===== config.mk =====
export PLATFORM = sky130hd
export DESIGN_NAME = lsu_store_buffer_flat
export DESIGN_NICKNAME = d
export VERILOG_FILES = /design/src/rtl/lsu_pkg.sv /design/src/rtl/lsu_store_buffer_if.sv /design/src/rtl/lsu_stb_fifo.sv /design/src/rtl/lsu_store_buffer.sv /design/src/flat_wrapper.sv
export SDC_FILE = /design/constraint.sdc
export NUM_CORES = 1
export LEC_CHECK = 0
export CAP_MARGIN = 20
export CORE_ASPECT_RATIO = 0.75
export CORE_MARGIN = 10
export CORE_UTILIZATION = 55
export CTS_CLUSTER_SIZE = 8
export DETAILED_ROUTE_END_ITERATION = 10
export PLACE_DENSITY = 0.81
export SETUP_SLACK_MARGIN = 0.3
export SLEW_MARGIN = 5
export SYNTH_ARGS = -nofsm -noshare
export SYNTH_HDL_FRONTEND = slang
export SYNTH_SLANG_ARGS = --single-unit
export TNS_END_PERCENT = 20

===== constraint.sdc =====
create_clock -name clk -period 5.1 [get_ports clk]
set_clock_uncertainty 0.2 [all_clocks]
set_input_delay 0.765 -clock clk [delete_from_list [all_inputs] [get_ports clk]]
set_output_delay 0.765 -clock clk [all_outputs]
set_load 0.01 [all_outputs]

===== src/rtl/lsu_pkg.sv =====
// Shared types and default sizing for the LSU store buffer.
package lsu_pkg;

  localparam int LSU_DATA_WIDTH = 32;
  localparam int LSU_ADDR_WIDTH = 32;
  localparam int LSU_STB_DEPTH  = 4;

  typedef enum logic [1:0] {
    DRN_IDLE  = 2'd0,
    DRN_WRITE = 2'd1,
    DRN_GAP   = 2'd2
  } drain_state_e;

  function automatic int ptr_width(input int depth);
    return (depth > 1) ? $clog2(depth) : 1;
  endfunction

endpackage


===== src/rtl/lsu_store_buffer_if.sv =====
// Pipeline request/response and data-memory port signals of the LSU store buffer.
interface lsu_store_buffer_if
  import lsu_pkg::*;
#(
  parameter int DATA_WIDTH = LSU_DATA_WIDTH,
  parameter int ADDR_WIDTH = LSU_ADDR_WIDTH
);

  logic                  lsu_st_valid;
  logic                  lsu_ld_valid;
  logic [ADDR_WIDTH-1:0] lsu_addr;
  logic [DATA_WIDTH-1:0] lsu_wr_data;
  logic [DATA_WIDTH-1:0] lsu_rd_data;
  logic                  lsu_stall;
  logic                  mem_wr_en;
  logic                  mem_rd_en;
  logic [ADDR_WIDTH-1:0] mem_addr;
  logic [DATA_WIDTH-1:0] mem_wr_data;
  logic [DATA_WIDTH-1:0] mem_rd_data;
  logic                  mem_ready;

  modport slave (
    input  lsu_st_valid, lsu_ld_valid, lsu_addr, lsu_wr_data, mem_rd_data, mem_ready,
    output lsu_rd_data, lsu_stall, mem_wr_en, mem_rd_en, mem_addr, mem_wr_data
  );

  modport master (
    output lsu_st_valid, lsu_ld_valid, lsu_addr, lsu_wr_data, mem_rd_data, mem_ready,
    input  lsu_rd_data, lsu_stall, mem_wr_en, mem_rd_en, mem_addr, mem_wr_data
  );

endinterface


===== src/rtl/lsu_stb_fifo.sv =====
// Circular store buffer with occupancy count, head-entry outputs and youngest-match forwarding.
module lsu_stb_fifo
  import lsu_pkg::*;
#(
  parameter int DATA_WIDTH = LSU_DATA_WIDTH,
  parameter int ADDR_WIDTH = LSU_ADDR_WIDTH,
  parameter int DEPTH      = LSU_STB_DEPTH
) (
  input  logic                  clk,
  input  logic                  reset,
  input  logic                  push,
  input  logic [ADDR_WIDTH-1:0] push_addr,
  input  logic [DATA_WIDTH-1:0] push_data,
  input  logic                  pop,
  input  logic [ADDR_WIDTH-1:0] lookup_addr,
  output logic                  full,
  output logic                  empty,
  output logic [ADDR_WIDTH-1:0] head_addr,
  output logic [DATA_WIDTH-1:0] head_data,
  output logic                  hit,
  output logic [DATA_WIDTH-1:0] hit_data
);

  localparam int PW = ptr_width(DEPTH);

  logic [DEPTH-1:0]      valid;
  logic [ADDR_WIDTH-1:0] addr_mem [DEPTH];
  logic [DATA_WIDTH-1:0] data_mem [DEPTH];
  logic [PW-1:0]         head;
  logic [PW-1:0]         tail;
  logic [PW:0]           count;
  logic [PW-1:0]         idx;

  // push never targets a full buffer and pop never an empty one, so head != tail when both fire
  always_ff @(posedge clk) begin
    if (reset) begin
      valid <= '0;
      head  <= '0;
      tail  <= '0;
      count <= '0;
    end else begin
      if (push) begin
        valid[tail]    <= 1'b1;
        addr_mem[tail] <= push_addr;
        data_mem[tail] <= push_data;
        tail           <= tail + 1'b1;
      end
      if (pop) begin
        valid[head] <= 1'b0;
        head        <= head + 1'b1;
      end
      case ({push, pop})
        2'b10:   count <= count + 1'b1;
        2'b01:   count <= count - 1'b1;
        default: count <= count;
      endcase
    end
  end

  assign full      = (count == (PW+1)'(DEPTH));
  assign empty     = (count == '0);
  assign head_addr = addr_mem[head];
  assign head_data = data_mem[head];

  // Walk oldest to youngest so the last match seen is the youngest store.
  always_comb begin
    hit      = 1'b0;
    hit_data = '0;
    idx      = head;
    for (int i = 0; i < DEPTH; i++) begin
      idx = head + PW'(i);
      if (valid[idx] && (addr_mem[idx] == lookup_addr)) begin
        hit      = 1'b1;
        hit_data = data_mem[idx];
      end
    end
  end

endmodule


===== src/rtl/lsu_store_buffer.sv =====
// LSU top: drain FSM moving buffered stores to a multi-cycle memory, port mux and stall logic.
// state | meaning
// IDLE  | port free for loads; start a drain when the buffer holds an entry
// WRITE | head entry presented to memory until write-done
// GAP   | one write-free cycle that guarantees a load slot
module lsu_store_buffer
  import lsu_pkg::*;
#(
  parameter int DATA_WIDTH = LSU_DATA_WIDTH,
  parameter int ADDR_WIDTH = LSU_ADDR_WIDTH,
  parameter int STB_DEPTH  = LSU_STB_DEPTH
) (
  input logic               clk,
  input logic               reset,
  lsu_store_buffer_if.slave bus
);

  drain_state_e          state_q;
  drain_state_e          state_d;
  logic                  first_cyc_q;
  logic                  first_cyc_d;
  logic [ADDR_WIDTH-1:0] addr_hold_q;
  logic [DATA_WIDTH-1:0] wdata_hold_q;

  logic                  push;
  logic                  pop;
  logic                  wr_active;
  logic                  full;
  logic                  empty;
  logic [ADDR_WIDTH-1:0] head_addr;
  logic [DATA_WIDTH-1:0] head_data;
  logic                  fwd_hit;
  logic [DATA_WIDTH-1:0] fwd_data;

  logic                  req_conflict;
  logic                  ld_miss;
  logic                  rd_port;

  lsu_stb_fifo #(
    .DATA_WIDTH (DATA_WIDTH),
    .ADDR_WIDTH (ADDR_WIDTH),
    .DEPTH      (STB_DEPTH)
  ) u_fifo (
    .clk         (clk),
    .reset       (reset),
    .push        (push),
    .push_addr   (bus.lsu_addr),
    .push_data   (bus.lsu_wr_data),
    .pop         (pop),
    .lookup_addr (bus.lsu_addr),
    .full        (full),
    .empty       (empty),
    .head_addr   (head_addr),
    .head_data   (head_data),
    .hit         (fwd_hit),
    .hit_data    (fwd_data)
  );

  always_ff @(posedge clk) begin
    if (reset) begin
      state_q      <= DRN_IDLE;
      first_cyc_q  <= 1'b0;
      addr_hold_q  <= '0;
      wdata_hold_q <= '0;
    end else begin
      state_q      <= state_d;
      first_cyc_q  <= first_cyc_d;
      addr_hold_q  <= bus.mem_addr;
      wdata_hold_q <= bus.mem_wr_data;
    end
  end

  // mem_ready is stale on the first WRITE cycle, so completion waits for first_cyc to clear.
  always_comb begin
    state_d     = state_q;
    first_cyc_d = first_cyc_q;
    pop         = 1'b0;
    wr_active   = 1'b0;
    case (state_q)
      DRN_IDLE: begin
        if (!empty) begin
          state_d     = DRN_WRITE;
          first_cyc_d = 1'b1;
        end
      end
      DRN_WRITE: begin
        wr_active   = 1'b1;
        first_cyc_d = 1'b0;
        if (bus.mem_ready && !first_cyc_q) begin
          pop     = 1'b1;
          state_d = DRN_GAP;
        end
      end
      DRN_GAP: begin
        state_d = DRN_IDLE;
      end
      default: begin
        state_d     = DRN_IDLE;
        first_cyc_d = 1'b0;
      end
    endcase
  end

  // A full buffer stalls a store even when the head retires this same cycle.
  assign req_conflict = bus.lsu_st_valid && bus.lsu_ld_valid;
  assign ld_miss      = bus.lsu_ld_valid && !fwd_hit;
  assign rd_port      = ld_miss && !wr_active && !req_conflict;

  assign bus.lsu_stall   = req_conflict
                         || (ld_miss && wr_active)
                         || (bus.lsu_st_valid && full);
  assign push            = bus.lsu_st_valid && !bus.lsu_stall;

  assign bus.mem_wr_en   = wr_active;
  assign bus.mem_rd_en   = rd_port;
  assign bus.mem_addr    = wr_active ? head_addr :
                           rd_port   ? bus.lsu_addr : addr_hold_q;
  assign bus.mem_wr_data = wr_active ? head_data : wdata_hold_q;
  assign bus.lsu_rd_data = fwd_hit ? fwd_data : bus.mem_rd_data;

endmodule

===== src/flat_wrapper.sv =====
// flat-port wrapper written by rule: the top's interface ports become plain ports
module lsu_store_buffer_flat import lsu_pkg::*;
#(
  parameter int DATA_WIDTH = LSU_DATA_WIDTH,
  parameter int ADDR_WIDTH = LSU_ADDR_WIDTH,
  parameter int STB_DEPTH  = LSU_STB_DEPTH
)
  (clk, reset, bus_lsu_st_valid, bus_lsu_ld_valid, bus_lsu_addr, bus_lsu_wr_data, bus_mem_rd_data, bus_mem_ready, bus_lsu_rd_data, bus_lsu_stall, bus_mem_wr_en, bus_mem_rd_en, bus_mem_addr, bus_mem_wr_data);
  lsu_store_buffer_if #(.DATA_WIDTH(DATA_WIDTH), .ADDR_WIDTH(ADDR_WIDTH)) bus_i ();
  input logic clk;
  input logic reset;
  input wire logic [$bits(bus_i.lsu_st_valid)-1:0] bus_lsu_st_valid;
  input wire logic [$bits(bus_i.lsu_ld_valid)-1:0] bus_lsu_ld_valid;
  input wire logic [$bits(bus_i.lsu_addr)-1:0] bus_lsu_addr;
  input wire logic [$bits(bus_i.lsu_wr_data)-1:0] bus_lsu_wr_data;
  input wire logic [$bits(bus_i.mem_rd_data)-1:0] bus_mem_rd_data;
  input wire logic [$bits(bus_i.mem_ready)-1:0] bus_mem_ready;
  output wire logic [$bits(bus_i.lsu_rd_data)-1:0] bus_lsu_rd_data;
  output wire logic [$bits(bus_i.lsu_stall)-1:0] bus_lsu_stall;
  output wire logic [$bits(bus_i.mem_wr_en)-1:0] bus_mem_wr_en;
  output wire logic [$bits(bus_i.mem_rd_en)-1:0] bus_mem_rd_en;
  output wire logic [$bits(bus_i.mem_addr)-1:0] bus_mem_addr;
  output wire logic [$bits(bus_i.mem_wr_data)-1:0] bus_mem_wr_data;
  assign bus_i.lsu_st_valid = bus_lsu_st_valid;
  assign bus_i.lsu_ld_valid = bus_lsu_ld_valid;
  assign bus_i.lsu_addr = bus_lsu_addr;
  assign bus_i.lsu_wr_data = bus_lsu_wr_data;
  assign bus_i.mem_rd_data = bus_mem_rd_data;
  assign bus_i.mem_ready = bus_mem_ready;
  assign bus_lsu_rd_data = bus_i.lsu_rd_data;
  assign bus_lsu_stall = bus_i.lsu_stall;
  assign bus_mem_wr_en = bus_i.mem_wr_en;
  assign bus_mem_rd_en = bus_i.mem_rd_en;
  assign bus_mem_addr = bus_i.mem_addr;
  assign bus_mem_wr_data = bus_i.mem_wr_data;
  lsu_store_buffer #(.DATA_WIDTH(DATA_WIDTH), .ADDR_WIDTH(ADDR_WIDTH), .STB_DEPTH(STB_DEPTH)) u_core (.clk(clk), .reset(reset), .bus(bus_i));
endmodule

# == Word-level counts from Yosys, hierarchy flattened ==
# Memory sizes are Yosys's and may differ from the RTL's. A register that Yosys moved wholly into a read port is not among the register bits.
# Cells that the tools add are included.
# totals
ff_bits,78
mem_bits_rw,256
in_bits,101
output_inout_bits,99
word_cells,107
n_memories,2
# memory_table
memory,words,word_bits,rd,rd_clocked_by_memory_dff,write_ports,line,source
u_core.u_fifo.addr_mem,4,32,4,1,1,lsu_stb_fifo.sv:27,logic [ADDR_WIDTH-1:0] addr_mem [DEPTH];
u_core.u_fifo.data_mem,4,32,4,1,1,lsu_stb_fifo.sv:28,logic [DATA_WIDTH-1:0] data_mem [DEPTH];
# op_classes
n_addsub,6
magnitude_cmp,7
eq_ne,11
mux,43
n_bitwise,4
n_reduce_logical,26
# ops
op,n
$mux W32,8
$eq A32 B32 Y1,4
$mux W1,17
$lt A2 B3 Y1 const B,5
$logic_and A1 B1 Y1,14
$mux W2,6
$mux W4,3
$bmux W1 S2,4
$pmux W3 S2,1
$logic_not A1 Y1,5
$add A2 B1 Y2 const B,2
$add A2 B2 Y2 const B,2
$and A4 B4 Y4,1
$demux W1 S2,2
$eq A2 B1 Y1 const B,2
$eq A2 B2 Y1 const B,2
$ge A2 B1 Y1 const B,2
$not A4 Y4,1
$or A4 B4 Y4,1
$pmux W2 S2,1
$reduce_and A2 Y1,2
$add A3 B1 Y3 const B,1
$eq A3 B3 Y1 const B,1
$logic_not A3 Y1,1
8 further kinds,9

# == Longest topological paths before layout ==
# logic_depth
depth_word,18
mapped_depth,20

# == By module ==
# A second synthesis with hierarchy kept.
# hier_totals
cells_unflattened,1647
hier_area_um2,21373.0
# by_module_without_submodules
mod,n_inst,cells_per_inst,area_per_inst_um2,seq_area_each_um2
lsu_stb_fifo,1,1273,17679.5,7947.6
lsu_store_buffer,1,374,3693.5,1341.3

# == Least setup slack after synthesis ==
# Ideal clock, no wire load.
# synth_path
path_type,flip-flop to output port
from,reg u_core.u_fifo.head[1]
to,out bus_mem_addr[0]
arrival_time_ns,3.982
t_required_ns,4.135
path_slack_ns,0.153
path_stages_with_launch,18
path_cell_list,dfxtp_1 buf_2 buf_2 buf_1 inv_1 ha_1 buf_4 buf_6 buf_4 buf_2 mux4_2 xnor2_1 nand3_1 nor3_4 a2111oi_4 buf_6 mux2_4 nor2_1
# synth_via
elab_chain_cells,13
word_cells_on_any_way,29
cone_classes,3 x add/sub; 3 x eq/ne; 14 x mux; 8 x reduce/logical; 1 x memory
# synth_lines
item,line,source
"start, declared",lsu_stb_fifo.sv:29,logic [PW-1:0] head;
"start signal, assigned",lsu_stb_fifo.sv:50,head <= head + 1'b1;
$add A2 B1 Y2 or $bmux W1 S2 (tied branches),"lsu_stb_fifo.sv:71, lsu_stb_fifo.sv:72",
"$mem_v2 Z4 W32, or another cell as far along",-,
"$eq A32 B32 Y1, or another cell as far along",lsu_stb_fifo.sv:72,if (valid[idx] && (addr_mem[idx] == lookup_addr)) begin
$logic_and A1 B1 Y1 or $mux W1 (tied branches),lsu_stb_fifo.sv:72,
$mux W1 (2 in series),lsu_stb_fifo.sv:72,
$mux W1 (*),lsu_stb_fifo.sv:72,
$logic_not A1 Y1 (*),lsu_store_buffer.sv:106,assign ld_miss = bus.lsu_ld_valid && !fwd_hit;
$logic_and A1 B1 Y1 (*),lsu_store_buffer.sv:106,
$logic_and A1 B1 Y1 (*) (2 in series),lsu_store_buffer.sv:107,assign rd_port = ld_miss && !wr_active && !req_conflict;
$mux W32 (*),lsu_store_buffer.sv:117,rd_port ? bus.lsu_addr : addr_hold_q;
$mux W32 (*),lsu_store_buffer.sv:116,assign bus.mem_addr = wr_active ? head_addr :
"end, declared",flat_wrapper.sv:22,output wire logic [$bits(bus_i.mem_addr)-1:0] bus_mem_addr;
# Every way passes the cells marked *; elsewhere a longest branch is shown, timed or not. The select of a mux whose other input is x is not followed.

# == Final worst setup path ==
# layout_path
from,reg u_core.u_fifo.head[0]
to,out bus_mem_addr[28]
# layout_via
word_cells_on_any_way,29
cone_classes,3 x add/sub; 3 x eq/ne; 14 x mux; 8 x reduce/logical; 1 x memory
# layout_lines
item,line,source
$add A2 B2 Y2 (*),lsu_stb_fifo.sv:71,idx = head + PW'(i);
named net u_core.u_fifo.idx[0],lsu_stb_fifo.sv:32,logic [PW-1:0] idx;
$mem_v2 Z4 W32 or $bmux W1 S2 (tied branches),-,
$eq A32 B32 Y1 or $mux W1 (tied branches),lsu_stb_fifo.sv:72,
$logic_and A1 B1 Y1 (*),lsu_stb_fifo.sv:72,
$mux W1 (*),lsu_stb_fifo.sv:72,
$logic_not A1 Y1 (*),lsu_store_buffer.sv:106,
$logic_and A1 B1 Y1 (*),lsu_store_buffer.sv:106,
$logic_and A1 B1 Y1 (*) (2 in series),lsu_store_buffer.sv:107,
$mux W32 (*),lsu_store_buffer.sv:117,
$mux W32 (*),lsu_store_buffer.sv:116,
# The timed path passes the listed nets; every way through them passes the cells marked *. The select of a mux whose other input is x is not followed.

==> impl_metrics.py <==
metrics = {
    "route": {
        "drc": 0,
        "vias_per_cell": 7.10,
        "routed-via-count": 18118,
        "wire_per_inst_um": 30.3,
        "drtAntennaViolNets": 0,
        "wirelength_mm": 77.4,
        "drt_iter0_drc": 2989,
        "dr.pass1.iters": 6,
    },
    "final_layout": {
        "drive_gt1_share_pct": 30.4,
        "area_growth_pct": 27.1,
        "final_cell_mix": "edfxtp_1 (256), mux4_2 (160), nand2_1 (158), clkdlybuf4s50_1 (132), buf_4 (124)",
        "layout_commonest_cell": "edfxtp_1",
        "nets": 2112,
        "fillers": 2545,
        "instances_no_fill": 2553,
    },
    "outcome": {
        "violations": "setup timing",
        "run_status": "complete, but fails checks",
    },
    "timing": {
        "slew_headroom_pct": 25.2,
        "max_freq_mhz": 190,
        "worst_pin_slew_ns": 1.12,
        "hold_viol": 0,
        "layout_min_cycle_time_ns": 5.27,
        "drv_slew": 0,
        "setup_viol": 65,
        "tns_ns": -4.59,
        "rsz0062_at_grt": "yes",
        "setup_ws_ns": -0.170,
        "fin_crit_sh_pct": 103,
    },
    "grt": {
        "grt_pass1_vias": 17520,
        "grt_usage_pct": 31.2,
        "grt_first_pass_wirelength_mm": 112,
        "grt_max_degree": 86,
        "grt-ovfl-total": 0,
        "antenna_found_initial": 3,
    },
    "run": {
        "cap_violations": 0,
    },
    "logic_synthesis": {
        "synth_fp_nets": 1844,
        "ys_types": 67,
        "yosys_register_bits": 336,
        "synthFlopType": "edfxtp_1",
        "synth_edf_count": 256,
        "syn_avg_cell_area_um2": 12.2,
        "synthArstFlopShare_pct": 0,
        "syn_inst": 1733,
        "ys_seq_area_share_pct": 43.8,
        "synth.cell_area_mm2": 0.0212,
        "yosysWarnings": 0,
    },
    "pwr": {
        "power_density_mw_per_mm2": 327,
        "leakagePower_uw": 0.00918,
        "irDropWorstVdd_mv": 0.297,
    },
    "critical_path": {
        "crit_arrival_ns": 4.30,
        "crit_start": "u_core.u_fifo.head[0]$_SDFFE_PP0P_",
        "critPathMaxFanout": 6,
        "endpoint": "bus_mem_addr[28]",
        "cp-start-kind": "register",
        "worst-r2r-setup-slack_ns": 1.03,
        "r2r_end": "u_core.addr_hold_q[23]$_SDFF_PP0_",
        "required_ns": 4.14,
        "crit_path_end_kind": "output port",
        "r2r_cells": 16,
        "r2r-start": "u_core.u_fifo.head[0]$_SDFFE_PP0P_",
        "crit_type": "register to output port",
    },
    "clocking": {
        "cts_tree": "done",
        "hold_buffers": 0,
        "clk_pin_slew_worst_paths_ns": 0.05,
        "cts_sinks": 336,
        "cts_root_buffer": "clkbuf_16",
        "clock_path_buffers": 3,
        "htree_num_levels": 2,
        "cts_buffers": 48,
        "clk_latency_ns": 0.56,
    },
    "die": {
        "pin_count": 200,
        "die_h_um": 190,
        "start_util_pct": 55.5,
        "chipWidth_um": 247,
        "rows": 62,
        "die_area_mm2": 0.0469,
        "coreArea_mm2": 0.0382,
    },
    "placed_design": {
        "io_buffers": 199,
        "dp.cells": 2407,
        "place_congestion": 0.997,
        "hpwl_mm": 48.3,
    },
    "worst_hold_path": {
        "hold_class": "register to register",
    },
}
-- final cells by class --
cell class / instances / area, um^2 / area share, %
diodes: 2 / 5.00 / 0.0186
clock buffers: 85 / 1370 / 5.09
clock inverters: 3 / 26.3 / 0.0976
inverters: 21 / 82.6 / 0.307
multi-input cells: 1210 / 11400 / 42.4
flip-flops and latches: 336 / 9300 / 34.5
well taps: 512 / 641 / 2.38
repair buffers: 384 / 4090 / 15.2
-- cells in the mapped netlist, types with 6 or more instances --
master	number	area share [%]
edfxtp_1	256	36
mux4_2	160	17
nand2_1	159	2.8
a21oi_1	115	2.7
mux2i_1	96	4.5
xnor2_1	95	3.9
clkbuf_1	93	1.6
dfxtp_1	80	7.6
nand3_1	79	1.9
nor2_1	72	1.3
mux2_2	41	2.2
a211oi_1	40	1.4
o21ai_0	38	0.90
o211ai_1	35	1.2
a22o_1	33	1.4
xor2_1	27	1.1
buf_2	26	0.61
a22oi_1	25	0.89
a31oi_1	21	0.62
nand4_1	21	0.62
inv_1	20	0.35
buf_1	17	0.30
nand3b_4	17	1.6
buf_6	14	0.74
buf_4	11	0.39
nand2b_1	11	0.32
nor4_1	10	0.30
o22ai_1	10	0.30
ha_1	9	0.53
and3_1	8	0.24
o22a_1	6	0.25
-- layer usage --
metal / global-route usage [%] / share of wire, % / vias to the layer above / wire (um)
li1: - / - / 7358 / -
met1: 43.0 / 38 / 8964 / 29400
met2: 47.5 / 45 / 1552 / 34800
met3: 8.35 / 13 / 242 / 10300
met4: 9.82 / 3.7 / 2 / 2830
met5: 0 / 0.019 / - / 15
-- worst max-delay path: stages (launching register included) --
cell       delay [ns]
dfxtp_4          0.37
inv_4            0.04
ha_4             0.29
buf_12           0.15
mux4_2           0.52
xnor2_1          0.32
buf_4            0.19
nand4_1          0.28
nor4_4           0.26
and4_1           0.27
a2111oi_4        0.06
buf_6            0.16
buf_12           0.15
buf_12           0.15
mux2_4           0.32
nor2_4           0.10
buf_6            0.11
-- state kept, by name (all words and copies together) (netlist names), named ones only --
signal / flops
u_core.addr_hold_q: 32
u_core.first_cyc_q: 1
u_core.state_q: 2
u_core.u_fifo.addr_mem: 128
u_core.u_fifo.count: 3
u_core.u_fifo.data_mem: 128
u_core.u_fifo.head: 2
u_core.u_fifo.tail: 2
u_core.u_fifo.valid: 4
u_core.wdata_hold_q: 32
-- kinds of logic (layout without fill, tap and decap cells) --
| kind of cell | after synthesis | in the layout | synth area share (%) |
|---|---|---|---|
| and+or+nand+nor | 411 | 411 | 10.3 |
| AOI/OAI and AO/OA | 364 | 364 | 11.6 |
| DFF | 336 | 336 | 43.8 |
| muxes | 303 | 303 | 24.2 |
| buffers and inverters | 187 | 493 | 4.45 |
| xor gates and xnor gates | 122 | 122 | 5.04 |
| adders and majority gates | 10 | 10 | 0.626 |
| other | 0 | 2 | 0 |
-- worst min path at each step --
| stage | start | end | slack (ns) | cells past startpoint |
|---|---|---|---|---|
| finish | u_core.wdata_hold_q[30]$_SDFF_PP0_ | u_core.wdata_hold_q[30]$_SDFF_PP0_ | 0.26 | 2 |
| global route | u_core.wdata_hold_q[1]$_SDFF_PP0_ | u_core.wdata_hold_q[1]$_SDFF_PP0_ | 0.28 | 2 |
| CTS | u_core.wdata_hold_q[5]$_SDFF_PP0_ | u_core.wdata_hold_q[5]$_SDFF_PP0_ | 0.26 | 2 |
| detailed placement | u_core.wdata_hold_q[5]$_SDFF_PP0_ | u_core.wdata_hold_q[5]$_SDFF_PP0_ | 0.26 | 2 |
| global placement | u_core.wdata_hold_q[4]$_SDFF_PP0_ | u_core.wdata_hold_q[4]$_SDFF_PP0_ | 0.25 | 2 |
| floorplan | u_core.state_q[0]$_SDFFE_PP0P_ | u_core.first_cyc_q$_SDFFE_PP0P_ | 0.22 | 1 |
-- power by group --
group	leakage (uW)	switching (uW)	total [uW]	internal (uW)
Sequential	0.00297	94.6	3160	3070
Combinational	0.00554	1400	2620	1220
Clock	0.000666	1230	3030	1800
Total	0.00918	2720	8810	6090
-- through the flow --
step	hold WS, ns	power (uW)	setup WS [ns]	instance area (um^2)	utilization (%)
after floorplan	0.224	4610	0.286	21200	-
after global placement	0.250	5500	-0.198	24300	63.8
after detailed placement	0.255	5550	-0.142	24300	63.8
after CTS	0.263	8650	-0.0624	26400	69.3
after global routing	0.279	9090	-0.248	26900	70.6
final	0.261	8810	-0.170	26900	70.6
-- what timing repair did --
action / 4_1_cts / 5_1_grt
resized for setup: 321 / 79
cloned: 8 / 7
endpoints found under the setup margin: 66 / 66
buffers inserted: 23 / 17
pin swaps: 39 / 54
Power figures use the tool's default switching activity.
